===== config.mk =====
export PLATFORM = sky130hd
export DESIGN_NAME = shift_delay_line_var
export DESIGN_NICKNAME = d
export VERILOG_FILES = /design/src/rtl/shift_delay_line_var.sv
export SDC_FILE = /design/constraint.sdc
export NUM_CORES = 1
export LEC_CHECK = 0
export BUFFER_PORTS_ARGS = -buffer_cell sky130_fd_sc_hd__buf_4
export CAP_MARGIN = 20
export CORE_MARGIN = 2
export CORE_UTILIZATION = 31
export CTS_CLUSTER_SIZE = 12
export DETAILED_ROUTE_END_ITERATION = 6
export GPL_TIMING_DRIVEN = 0
export PLACE_DENSITY_LB_ADDON = 0.2
export SETUP_SLACK_MARGIN = 0.05
export SLEW_MARGIN = 0
export SYNTH_ARGS = -nofsm -noshare
export SYNTH_HDL_FRONTEND = slang
export SYNTH_SLANG_ARGS = --single-unit
export TNS_END_PERCENT = 10

===== constraint.sdc =====
create_clock -name clk -period 3.8 [get_ports clk]
set_input_delay 0.38 -clock clk [delete_from_list [all_inputs] [get_ports clk]]
set_output_delay 0.38 -clock clk [all_outputs]
set_load 0.005 [all_outputs]

===== src/rtl/shift_delay_line_var.sv =====
// shift_delay_line_var: run-time programmable delay line for {valid, data}.
// A circular buffer of MAX_DELAY words, read (De-1) slots behind the write
// pointer, gives De enabled cycles of latency. De = 1 bypasses the buffer.
// A priming counter hides valid_o until the buffer holds De fresh words after
// reset or after a delay change.
// Optional build macro: VDELAY_FLUSH_EN -- blank data_o to 0 while not primed.
module shift_delay_line_var #(
  parameter int WIDTH     = 40,
  parameter int MAX_DELAY = 16,
  parameter int DW        = $clog2(MAX_DELAY + 1)
) (
  input  logic             clk,
  input  logic             reset_n,
  input  logic             en,
  input  logic [DW-1:0]    delay_i,
  input  logic             valid_i,
  input  logic [WIDTH-1:0] data_i,
  output logic             valid_o,
  output logic [WIDTH-1:0] data_o,
  output logic             primed_o
);

  localparam int PW = (MAX_DELAY > 1) ? $clog2(MAX_DELAY) : 1;
  localparam logic [DW-1:0] MAX_D    = DW'(MAX_DELAY);
  localparam logic [DW-1:0] ONE_D    = DW'(1);
  localparam logic [PW-1:0] PTR_LAST = PW'(MAX_DELAY - 1);
  localparam logic [PW-1:0] PTR_ONE  = PW'(1);

  // Map the requested delay into the supported range 1..MAX_DELAY.
  function automatic logic [DW-1:0] clamp_delay(input logic [DW-1:0] d);
    logic [DW-1:0] r;
    r = d;
    if (d == '0)
      r = ONE_D;
    else if (d > MAX_D)
      r = MAX_D;
    return r;
  endfunction

  // Increment the priming count, holding once it reaches MAX_DELAY.
  function automatic logic [DW-1:0] sat_inc(input logic [DW-1:0] c);
    logic [DW-1:0] r;
    r = c;
    if (c != MAX_D)
      r = c + ONE_D;
    return r;
  endfunction

  // Stored word is {valid, data}.
  logic [WIDTH:0]    mem [MAX_DELAY];
  logic [PW-1:0]     wr_ptr;
  logic [DW-1:0]     d_cur;
  logic [DW-1:0]     prime_cnt;

  logic [DW-1:0]     de;
  logic [PW-1:0]     delta;
  logic [PW-1:0]     rd_idx;
  logic [WIDTH:0]    rd_word;
  logic [DW-1:0]     prime_nxt;
  logic              primed_nxt;

  // Effective delay for this edge; the new delay takes effect immediately.
  always_comb begin
    de = clamp_delay(delay_i);
  end

  // Read index = (wr_ptr - (De-1)) mod MAX_DELAY, kept non-negative by
  // wrapping from PTR_LAST when the offset reaches past slot 0.
  always_comb begin
    delta   = PW'(de - ONE_D);
    rd_idx  = (wr_ptr >= delta) ? (wr_ptr - delta)
                                : (PTR_LAST - (delta - wr_ptr - PTR_ONE));
    rd_word = (de == ONE_D) ? {valid_i, data_i} : mem[rd_idx];
  end

  // Priming: restart on a delay change, otherwise count up to saturation.
  always_comb begin
    prime_nxt  = (de != d_cur) ? '0 : sat_inc(prime_cnt);
    primed_nxt = (prime_nxt >= de);
  end

  // Circular buffer storage, written at wr_ptr on every enabled edge.
  always_ff @(posedge clk or negedge reset_n) begin
    if (!reset_n) begin
      for (int i = 0; i < MAX_DELAY; i++)
        mem[i] <= '0;
    end else if (en) begin
      mem[wr_ptr] <= {valid_i, data_i};
    end
  end

  // Pointer, delay tracking, priming and registered outputs.
  always_ff @(posedge clk or negedge reset_n) begin
    if (!reset_n) begin
      wr_ptr    <= '0;
      d_cur     <= ONE_D;
      prime_cnt <= '0;
      primed_o  <= 1'b0;
      valid_o   <= 1'b0;
      data_o    <= '0;
    end else if (en) begin
      wr_ptr    <= (wr_ptr == PTR_LAST) ? '0 : (wr_ptr + PTR_ONE);
      d_cur     <= de;
      prime_cnt <= prime_nxt;
      primed_o  <= primed_nxt;
      valid_o   <= rd_word[WIDTH] & primed_nxt;
`ifdef VDELAY_FLUSH_EN
      data_o    <= primed_nxt ? rd_word[WIDTH-1:0] : '0;
`else
      data_o    <= rd_word[WIDTH-1:0];
`endif
    end
  end

endmodule


# == Word level (Yosys, flattened, before mapping) ==
# Cells that the tools add are included.
# op_classes
addsub,7
order_cmp,6
n_eq_ne,4
mux,13
n_bitwise,3
n_reduce_logical,2
# op_table
op,n
bitwise mux 656 bit,1
binary-select mux 41 bit (select 4 bit),1
demux 41 bit (select 4 bit),1
2-to-1 mux 41 bit,4
2-to-1 mux 5 bit,4
>= comparator 5 bit (second input constant),2
NOT 4 -> 5 bit,2
2-to-1 mux 4 bit,2
subtractor 4 x 1 -> 4 bit (second input constant),2
subtractor 4 bit,2
adder 5 x 1 -> 5 bit (second input constant),1
== test 5 x 1 -> 1 bit (second input constant),1
>= comparator 5 bit,1
greater-than comparator 5 bit (second input constant),1
logical NOT 5 bit,1
less-than comparator 5 x 1 -> 1 bit (second input constant),1
!= test 5 bit,1
!= test 5 bit (second input constant),1
adder 4 x 1 -> 4 bit (second input constant),1
== test 4 bit (second input constant),1
>= comparator 4 bit,1
subtractor 4 bit (first input constant),1
bitwise AND 1 bit,1
logical AND 1 bit,1
# word_totals
reg_bits,712
inputBits,49
output_inout_bits,42
word_cells,57

# == Longest topological paths before layout ==
# Gate-level depths: netlist of the first run.
# logic_depth
word_depth,14
mapped_depth,12

# == Worst setup path before layout of the first run ==
# Ideal clock, no wire load.
# synth_timing
path_kind,input -> register
start,input delay_i[1]
end,register valid_o
setup_ns,0.136
arrival_ns,3.152
required_ns,3.664
path_slack_ns,0.512
path_stages,10
cell_sequence,nor3_1 > o21ai_0 > ha_1 > inv_1 > fa_1 > xnor2_2 > mux4_2 > mux4_2 > a22oi_1 > o22ai_1
# synth_between
elab_chain_len,14
# synth_rtl
item,line,rtl
"start, declared",15,"input logic [DW-1:0] delay_i,"
greater-than comparator 5 bit,35,else if (d > MAX_D)
2-to-1 mux 5 bit,35,
2-to-1 mux 5 bit *,33,if (d == '0)
subtractor 4 x 1 -> 4 bit,70,delta = PW'(de - ONE_D);
subtractor 4 bit,72,: (PTR_LAST - (delta - wr_ptr - PTR_ONE));
subtractor 4 x 1 -> 4 bit,72,
subtractor 4 bit,72,
2-to-1 mux 4 bit,71,rd_idx = (wr_ptr >= delta) ? (wr_ptr - delta)
NOT 4 -> 5 bit (not written as such),73,"rd_word = (de == ONE_D) ? {valid_i, data_i} : mem[rd_idx];"
binary-select mux 41 bit (select 4 bit),73,
2-to-1 mux 41 bit (not written as such) (2 in a row),73,
2-to-1 mux 41 bit,73,
bitwise AND 1 bit *,106,valid_o <= rd_word[WIDTH] & primed_nxt;
"end signal, assigned",106,
"end, declared",18,"output logic valid_o,"
# Every way passes the cells marked *; elsewhere a longest branch is shown, timed or not. The select of a mux whose other input is x is not followed.
# A chain may end at the register's enable or synchronous reset.

# == Worst setup path after layout of the first run ==
# Same ends and word-level chain as after synthesis.

==> metrics.yaml, run 1 <==
pwr:
  combPwrFrac: 0.441
  p_leak_nw: 16.3
  power_frac_seq: 0.350
  ir_worst_vdd_mv: 0.641
  power_frac_clock: 0.209
  p_sw_w: 0.0129
  powerDensity_nw_per_um2: 976
  p_int_w: 0.0240
  sw_frac_of_total: 0.351
detailed_routing:
  wl_mm: 93.7
  drtPass1Iterations: 5
  drt_first_iter_violations: 1194
  vias_per_cell: 5.10
  vias: 19149
  drtAntennaViolNets: 0
  remaining_drc_errors: 0
  wl_per_cell_um: 24.9
floorplan:
  die_h_um: 327
  initial_core_util: 0.312
  rows: 118
  die-area_um2: 107000
  io_pins: 91
  fp.coreArea_um2: 103000
  chipWidth_um: 327
placement:
  hpwl_mm: 62.0
  place.gp.congestion: 0.771
  pre_cts_ws_ns: -1.60
  port_buffers: 90
  place_area_um2: 35000
worst_setup_path:
  critPathRequiredTime_ns: 4.28
  critical_path_class: "in -> reg"
  worst_setup_path_start_kind: "primary input"
  ff2ff_setup_slack_ns: 0.12
  cp_max_fo: 10
  critPathArrivalTime_ns: 4.19
  end_kind: "flop"
synthesis:
  synth.avg_cell_area_um2: 15.2
  synth_nets: 2191
  ys_seq_elements: 712
  synth_area_leaders: "dfrtp_1 55%, mux2_2 23%, mux4_2 12%, clkbuf_1 1.3%, a221o_1 1.2%"
  synth.distinct_cells: 40
  synthCells: 2125
  async_reset_ff_frac: 1.00
  yosysTopAreaCell: "dfrtp_1"
  ys_warn_count: 0
  synth-seq-area-share: 0.551
  yosys.area.top_type_share: 0.551
  synth_ff_type: "dfrtp_1"
  syn_area_um2: 32300
  synth_edf_count: 0
final_layout:
  mostFrequentLayoutCells: "711 x dfrtp_1, 659 x mux2_2, 166 x mux4_2"
  utilization: 0.365
  fill_cells: 9780
  drive_gt1_frac: 0.467
  layout_commonest_cell: "dfrtp_1"
  final_cell_area_um2: 37800
  syn_to_final_growth_pct: 17.0
  final_nets: 2385
sta:
  timing.fmax_ghz: 0.270
  post-route-period-util: 0.976
  timing.final.max_slew_violations: 0
  slew_headroom: 0.223
  setup_slack_ns: 0.0918
  setup_viol: 0
  post-route-min-period_ns: 3.71
  grt_setup_unrepaired: "no"
  fin_skew_ns: 0.0255
  worst_pin_slew_ns: 1.15
  finalHoldViolCount: 0
clock_tree:
  ctsHtreeMaxLevel: 3
  cts.sinks: 712
  numCtsBuffers: 81
  cts_tree: "yes"
  clkTransAtPathRegs_ns: 0.06
  cts_max_path_buffers: 3
  clock_latency_ns: 0.63
  root_buffer: "clkbuf_16"
status:
  status: "finished clean"
global_route:
  grt_overflow: 0
  grt_usage: 0.177
  grt_first_pass_wirelength_mm: 141
  grt_start_max_net_pins: 122
  antenna_found_initial: 0
  grt_pass1_vias: 21177
min_path:
  hp-class: "in -> reg"
run:
  maxCapViolCount: 0
-- power groups by stage --
stage	logic (W)	clock network, W	registers (W)
floorplan	0.0111	0	0.0124
global placement	0.0159	0	0.0127
detailed placement	0.0163	0	0.0130
CTS	0.0164	0.00794	0.0129
global route	0.0175	0.00825	0.0133
finish	0.0163	0.00772	0.0129
-- synthesized netlist by cell type, types with 3 or more instances --
master	n
and2_1	42
xnor2_1	6
xor2_1	4
buf_1	46
nand4_1	4
nor3_1	5
mux4_2	166
a31oi_1	39
nor2b_1	45
nand2_1	94
a221o_1	39
dfrtp_1	711
ha_1	16
nand2b_1	3
a21boi_0	3
o22ai_1	4
mux2_2	659
mux2i_1	3
buf_2	22
a211oi_1	41
o21ai_0	7
inv_1	14
a21oi_1	6
clkbuf_1	115
nor2_1	3
nand3_1	11
-- routing by layer --
metal | up-vias | part of all wire | GRT usage
li1 | 8281 | - | -
met1 | 10339 | 0.44 | 0.230
met2 | 394 | 0.49 | 0.293
met3 | 135 | 0.048 | 0.0383
met4 | 0 | 0.028 | 0.0620
met5 | - | 0 | 0
-- area by class of cell --
cell class | instances | area [um^2] | area share
Antenna cell | 1 | 2.50 | 0.0000662
Buffer | 185 | 773 | 0.0204
Clock buffer | 119 | 2370 | 0.0627
Clock inverter | 22 | 231 | 0.00612
Inverter | 14 | 52.6 | 0.00139
Multi-Input combinational cell | 1214 | 13700 | 0.364
Sequential cell | 712 | 17800 | 0.471
Tap cell | 1380 | 1730 | 0.0457
Timing Repair Buffer | 111 | 1090 | 0.0289
-- worst max-delay path, cell delays in order --
cell	delay, ns
buf_4	0.13
nor3_1	0.18
o21ai_1	0.23
ha_1	0.49
inv_1	0.08
fa_1	0.52
buf_2	0.30
buf_2	0.38
mux4_2	0.38
mux4_2	0.48
a22oi_1	0.50
o22ai_1	0.13
-- stage by stage --
stage | hold WS, ns | total power, W | TNS, ns | std cells
floorplan | 0.0844 | 0.0234 | 0 | 2125
global placement | 0.481 | 0.0286 | -3879.16 | 3595
detailed placement | 0.394 | 0.0293 | -57.12 | 3608
CTS | 0.00219 | 0.0372 | 0 | 3750
global route | 0.0304 | 0.0390 | 0 | 3757
finish | 0.0475 | 0.0369 | 0 | 3758
-- worst paths after layout --
check	cells past startpoint	end	from
max	12	valid_o	delay_i[1]
min	2	data_o[25]	data_i[25]
max reg2reg	9	valid_o	wr_ptr[0]
min reg2reg	1	mem[96]	mem[96]
max in group asynchronous	6	mem[483]	reset_n
min in group asynchronous	2	mem[588]	reset_n
-- kinds of logic after synthesis --
family                     Yosys count  synth area share
muxes                              828             0.346
adders and majority gates           17           0.00682
and+or+nand+nor                    214            0.0336
DFF                                712             0.551
buffers and inverters              199            0.0242
xor gates and xnor gates            12           0.00399
AOI/OAI and AO/OA                  143            0.0337
-- registers in the layout, summed over array words and instances, names as in the netlist --
register,count
d_cur,5
mem,656
primed_o,1
valid_o,1
wr_ptr,4
prime_cnt,5
data_o,40
-- timing repair --
item | 4_1_cts | 5_1_grt
gates resized for setup | 22 | 21
buffers inserted | 0 | 2
hold endpoints to repair | 72 | 0
pin swaps | 0 | 2
endpoints found under the setup margin | 41 | 32
hold buffers | 1 | 0
Power figures use the tool's default switching activity.
==> run 2: changes to the inputs <==
--- a/config.mk
+++ b/config.mk
@@ -11,2 +11,3 @@
 export CORE_UTILIZATION = 31
+export CTS_BUF_LIST = sky130_fd_sc_hd__clkbuf_16
 export CTS_CLUSTER_SIZE = 12
--- a/constraint.sdc
+++ b/constraint.sdc
@@ -3,2 +3,2 @@
 set_output_delay 0.38 -clock clk [all_outputs]
-set_load 0.005 [all_outputs]
+set_load 0.05 [all_outputs]
==> metrics.yaml, run 2 (same netlist as run 1, synthesis figures left out) <==
status:
  status: "finished clean"  # unchanged
run:
  maxCapViolCount: 0  # unchanged
placement:
  hpwl_mm: 62.0  # unchanged
  place.gp.congestion: 0.771  # unchanged
  port_buffers: 90  # unchanged
worst_setup_path:
  critical_path_class: "in -> reg"  # unchanged
  critPathSlowestCell: "a22oi_1"  # was fa_1
  ff2ff_setup_slack_ns: 0.07  # was 0.12 ns
  worstRegToRegCells: 9  # unchanged
  max_stage_delay_ns: 0.55  # was 0.52 ns
  crit_chain: "buf_4 > nor3_1 > o21ai_1 > ha_1 > inv_1 > fa_1 > buf_2 > buf_2 > mux4_2 > mux4_2 > a22oi_1 > o22ai_1"  # unchanged
  end_kind: "flop"  # unchanged
  rr_endpoint: "valid_o"  # unchanged
  critPathArrivalTime_ns: 4.27  # was 4.19 ns
  critPathRequiredTime_ns: 4.27  # was 4.28 ns
  reg2reg_from: "wr_ptr[0]"  # unchanged
  cp_max_fo: 10  # unchanged
  worst_setup_path_start_kind: "primary input"  # unchanged
sta:
  grt_setup_unrepaired: "no"  # unchanged
  setup_viol: 0  # unchanged
  post-route-min-period_ns: 3.79  # was 3.71 ns
  worst_pin_slew_ns: 1.17  # was 1.15 ns
  timing.fmax_ghz: 0.264  # was 0.270 GHz
  slew_headroom: 0.220  # was 0.223
  timing.final.max_slew_violations: 0  # unchanged
  post-route-period-util: 0.998  # was 0.976
  whs_ns: 0.0452  # was 0.0475 ns
  finalHoldViolCount: 0  # unchanged
  fin_skew_ns: 0.0261  # was 0.0255 ns
detailed_routing:
  drtAntennaViolNets: 0  # unchanged
  drtPass1Iterations: 7  # was 5
  vias_per_cell: 5.12  # was 5.10
  remaining_drc_errors: 0  # unchanged
  wl_mm: 93.9  # was 93.7 mm
  drt_first_iter_violations: 1139  # was 1194
  vias: 19237  # was 19149
  wl_per_cell_um: 25.0  # was 24.9 um
final_layout:
  syn_to_final_growth_pct: 16.5  # was 17.0%
  largestRegisters: "mem (656), data_o (40)"  # unchanged
  layout_commonest_cell: "dfrtp_1"  # unchanged
  mostFrequentLayoutCells: "711 x dfrtp_1, 659 x mux2_2, 166 x mux4_2"  # unchanged
  largest_register: "mem"  # unchanged
  final_nets: 2385  # unchanged
  drive_gt1_frac: 0.459  # was 0.467
  largest_reg_flops: 656  # unchanged
  fill_cells: 9808  # was 9780
min_path:
  hold_path_depth: 2  # unchanged
  holdPathEnd: "d_cur[4]"  # was data_o[25]
  hp-class: "in -> reg"  # unchanged
  min-delay-start: "delay_i[4]"  # was data_i[25]
global_route:
  antenna_found_initial: 0  # unchanged
  grt_usage: 0.177  # about the same
  grt_pass1_vias: 21217  # was 21177
  grt_start_max_net_pins: 122  # unchanged
  grt_overflow: 0  # unchanged
  grt_first_pass_wirelength_mm: 141  # about the same
clock_tree:
  cts_tree: "yes"  # unchanged
  clock_latency_ns: 0.63  # about the same
  cts_max_path_buffers: 3  # unchanged
  root_buffer: "clkbuf_16"  # unchanged
  ctsHtreeMaxLevel: 3  # unchanged
  clkTransAtPathRegs_ns: 0.06  # about the same
  cts.sinks: 712  # unchanged
  numCtsBuffers: 81  # unchanged
pwr:
  powerDensity_nw_per_um2: 988  # was 976 nW/um^2
  p_leak_nw: 16.3  # about the same
  ir_worst_vdd_mv: 0.643  # was 0.641 mV
  power_w: 0.0372  # was 0.0369 W
floorplan:
  io_pins: 91  # unchanged
  die-area_um2: 107000  # unchanged
  initial_core_util: 0.312  # unchanged
  fp.coreArea_um2: 103000  # unchanged
  chipWidth_um: 327  # unchanged
  rows: 118  # unchanged
  die_h_um: 327  # unchanged
run 2: cell count changes in the layout (fill, tap and decap cells not counted):
cell / previous run / this run
diode_2: 1 / 2
clkbuf_8: 18 / 0
clkinv_1: 0 / 18
clkbuf_1: 116 / 97
inv_1: 14 / 33
run 2: timing repair:
action	CTS	global route
hold buffers	1	0
setup buffers	0	2
setup endpoints to repair	41	32
pin swaps	0	2
gates resized for setup	22	21
endpoints found under the hold margin	72	0
run 2: layer usage:
| layer | vias to the layer above | routed length (um) | track usage |
|---|---|---|---|
| li1 | 8280 | - | - |
| met1 | 10422 | 40700 | 0.230 |
| met2 | 394 | 45900 | 0.293 |
| met3 | 141 | 4690 | 0.0381 |
| met4 | 0 | 2620 | 0.0623 |
| met5 | - | 0 | 0 |
run 2: cell type report:
cell class,instances,area [um^2],share of cell area
clock buffer,82,2050,0.0545
multi-input combinational,1214,13700,0.365
timing repair buffer,111,1090,0.0290
buffer,185,773,0.0205
clock inverter,59,370,0.00984
antenna,2,5.00,0.000133
sequential,712,17800,0.473
inverter,14,52.6,0.00140
tap,1380,1730,0.0459
run 2: per-stage QoR:
step	cells	area [um^2]	util	TNS [ns]	setup slack [ns]
after floorplan	2125	32300	-	0	0.512
after global placement	3595	34700	0.335	-3879.16	-5.51
after detailed placement	3608	35000	0.338	-57.12	-1.60
after CTS	3750	37500	0.362	0	0.0592
after global routing	3757	37600	0.364	0	0.0554
final	3759	37600	0.364	0	0.00946
run 2: where the power goes:
group / internal [W] / switching [W] / leakage [nW] / total [W]
Combinational: 0.00825 / 0.00874 / 6.08 / 0.0170
Sequential: 0.0112 / 0.00175 / 8.92 / 0.0129
Clock: 0.00416 / 0.00313 / 1.27 / 0.00729
run 2: critical path, delay by kind of cell:
family	cells	cell delay [ns]
adder cells (fa/ha/maj)	2	1.01
multiplexers	2	0.86
AO/OA/AOI/OAI	3	0.93
AND/OR/NAND/NOR	1	0.19
buffers and inverters	4	0.89
run 2: how the worst max path moves through the flow:
stage | start | endpoint | slack, ns | cells past startpoint
CTS | delay_i[1] | data_o[26] | 0.06 | 12
global route | delay_i[1] | data_o[9] | 0.06 | 13
global placement | reset_n | data_o[35] | -5.51 | 1
floorplan | delay_i[1] | valid_o | 0.51 | 10
finish | delay_i[1] | valid_o | 0.009 | 12
detailed placement | delay_i[3] | data_o[7] | -1.60 | 12
==> run 3: changes to the inputs <==
--- a/config.mk
+++ b/config.mk
@@ -16,2 +16,3 @@
 export PLACE_DENSITY_LB_ADDON = 0.2
+export REMOVE_ABC_BUFFERS = 1
 export SETUP_SLACK_MARGIN = 0.05
==> constraint.sdc (replaced) <==
create_clock -name clk -period 3.8 [get_ports clk]
set_input_delay 0.19 -clock clk [delete_from_list [all_inputs] [get_ports clk]]
set_output_delay 0.19 -clock clk [all_outputs]
set_load 0.05 [all_outputs]
==> metrics.yaml, run 3 (same netlist as run 1, synthesis figures left out) <==
worst_setup_path:
  worst_setup_path_start_kind: "flop"  # was primary input
  timing.critical_path.mode_cell: "buf_16"
  end_kind: "flop"  # unchanged
  critPathArrivalTime_ns: 4.10  # was 4.27 ns
  critPathRequiredTime_ns: 4.30  # was 4.27 ns
  critical_path_class: "reg -> reg"  # was in -> reg
  max_stage_delay_ns: 0.79  # was 0.55 ns
  critPathSlowestCell: "fa_4"  # was a22oi_1
  crit_chain: "inv_1 > ha_4 > fa_4 > buf_16 > buf_16 > mux4_2 > and2_1 > a211oi_1 > a31oi_1 > a221o_1"  # was buf_4 > nor3_1 > o21ai_1 > ha_1 > inv_1 > fa_1 > buf_2 > buf_2 > mux4_2 > mux4_2 > a22oi_1 > o22ai_1
  cp_max_fo: 46  # was 10
global_route:
  grt_start_max_net_pins: 130  # was 122
  grt_overflow: 0  # unchanged
  grt_pass1_vias: 20810  # was 21217
  grt_first_pass_wirelength_mm: 135  # was 141 mm
  grt_usage: 0.165  # was 0.177
  antenna_found_initial: 3  # was 0
floorplan:
  fp.coreArea_um2: 103000  # unchanged
  die_h_um: 327  # unchanged
  rows: 118  # unchanged
  die-area_um2: 107000  # unchanged
  chipWidth_um: 327  # unchanged
  initial_core_util: 0.312  # unchanged
  io_pins: 91  # unchanged
pwr:
  powerDensity_nw_per_um2: 960  # was 988 nW/um^2
  p_leak_nw: 16.8  # was 16.3 nW
  ir_worst_vdd_mv: 0.982  # was 0.643 mV
clock_tree:
  cts.sinks: 712  # unchanged
  numCtsBuffers: 83  # was 81
  clkTransAtPathRegs_ns: 0.06  # about the same
  ctsHtreeMaxLevel: 3  # unchanged
  cts_max_path_buffers: 3  # unchanged
  root_buffer: "clkbuf_16"  # unchanged
  cts_tree: "yes"  # unchanged
  clock_latency_ns: 0.63  # about the same
final_layout:
  fill_cells: 9566  # was 9808
  multi_input_area_um2: 13900  # was 13700 um^2
  final_nets: 2310  # was 2385
  mostFrequentLayoutCells: "711 x dfrtp_1, 659 x mux2_2, 166 x mux4_2"  # unchanged
  drive_gt1_frac: 0.489  # was 0.459
  regArea_um2: 17800  # unchanged
  largestRegisters: "mem (656), data_o (40)"  # unchanged
  syn_to_final_growth_pct: 19.9  # was 16.5%
  largest_reg_flops: 656  # unchanged
  largest_register: "mem"  # unchanged
  utilization: 0.374  # was 0.364
  layout_commonest_cell: "dfrtp_1"  # unchanged
detailed_routing:
  drtPass1Iterations: 5  # was 7
  vias: 18953  # was 19237
  wl_per_cell_um: 23.8  # was 25.0 um
  drt_first_iter_violations: 1108  # was 1139
  remaining_drc_errors: 0  # unchanged
  wl_mm: 88.0  # was 93.9 mm
  drtAntennaViolNets: 0  # unchanged
  vias_per_cell: 5.13  # was 5.12
sta:
  post-route-min-period_ns: 3.60  # was 3.79 ns
  post-route-period-util: 0.946  # was 0.998
  slew_headroom: 0.351  # was 0.220
  finalHoldViolCount: 0  # unchanged
  timing.fmax_ghz: 0.278  # was 0.264 GHz
  whs_ns: 0.0575  # was 0.0452 ns
  worst_pin_slew_ns: 0.969  # was 1.17 ns
  grt_setup_unrepaired: "yes"  # was no
  timing.final.max_slew_violations: 0  # unchanged
  setup_slack_ns: 0.205  # was 0.00946 ns
  fin_skew_ns: 0.0188  # was 0.0261 ns
  setup_viol: 0  # unchanged
placement:
  hpwl_mm: 53.8  # was 62.0 mm
  pre_cts_ws_ns: -0.832  # was -1.60 ns
  port_buffers: 90  # unchanged
  place.gp.congestion: 0.684  # was 0.771
min_path:
  hp-class: "in -> async"  # was in -> reg
status:
  status: "finished clean"  # unchanged
run:
  maxCapViolCount: 0  # unchanged
run 3: what timing repair did:
item / in CTS / in global routing
cloned: 0 / 1
hold buffers: 46 / 0
setup buffers: 3 / 2
resized for setup: 0 / 2
pin swaps: 1 / 2
endpoints found under the hold margin: 932 / 0
endpoints found under the setup margin: 33 / 24
run 3: final cells by class:
class                      instances  share of cell area
clock buffer                      84              0.0542
sequential                       712               0.460
inverter                          14             0.00136
timing repair buffer             218              0.0696
clock inverter                    67              0.0111
multi-input combinational       1215               0.359
antenna                            1           0.0000646
tap                             1380              0.0446
run 3: path summary, 6_finish.rpt:
path | startpoint | end | slack, ns | cells past startpoint
worst max-delay path | wr_ptr[0] | data_o[2] | 0.20 | 10
worst min-delay path | reset_n | data_o[8] | 0.06 | 2
worst max register to register | wr_ptr[0] | data_o[2] | 0.20 | 10
worst min register to register | mem[283] | mem[283] | 0.50 | 1
max in group asynchronous | reset_n | data_o[4] | 1.71 | 5
min in group clk | delay_i[4] | d_cur[2] | 0.11 | 3
run 3: per-stage QoR:
stage	std cells	area, um^2	total power [W]	setup TNS, ns
2_1_floorplan	1940	31600	0.0229	-237.90
3_3_place_gp	3410	34000	0.0245	-5890.22
3_5_place_dp	3487	35700	0.0298	-19.14
4_1_cts	3687	38700	0.0376	0
5_1_grt	3690	38800	0.0395	0
6_report	3691	38800	0.0372	0
run 3: layer usage:
metal	GRT usage	vias up	part of all wire
met1	0.233	10405	0.47
met4	0.0380	6	0.021
li1	-	8138	-
met5	0	-	0.00044
met3	0.0279	121	0.034
met2	0.267	283	0.47
run 3: power breakdown:
group,total (W),internal (W),switching [W]
Clock,0.00749,0.00428,0.00321
Sequential,0.0129,0.0112,0.00175
Combinational,0.0168,0.00895,0.00785
run 3: worst max-delay path: cells and delay by family, from the launching register on:
kind	cells	cell delay, ns
muxes	1	0.36
and+or+nand+nor	1	0.18
buffers and inverters	3	0.76
AOI/OAI and AO/OA	3	0.64
DFF	1	0.46
adders and majority gates	2	1.00
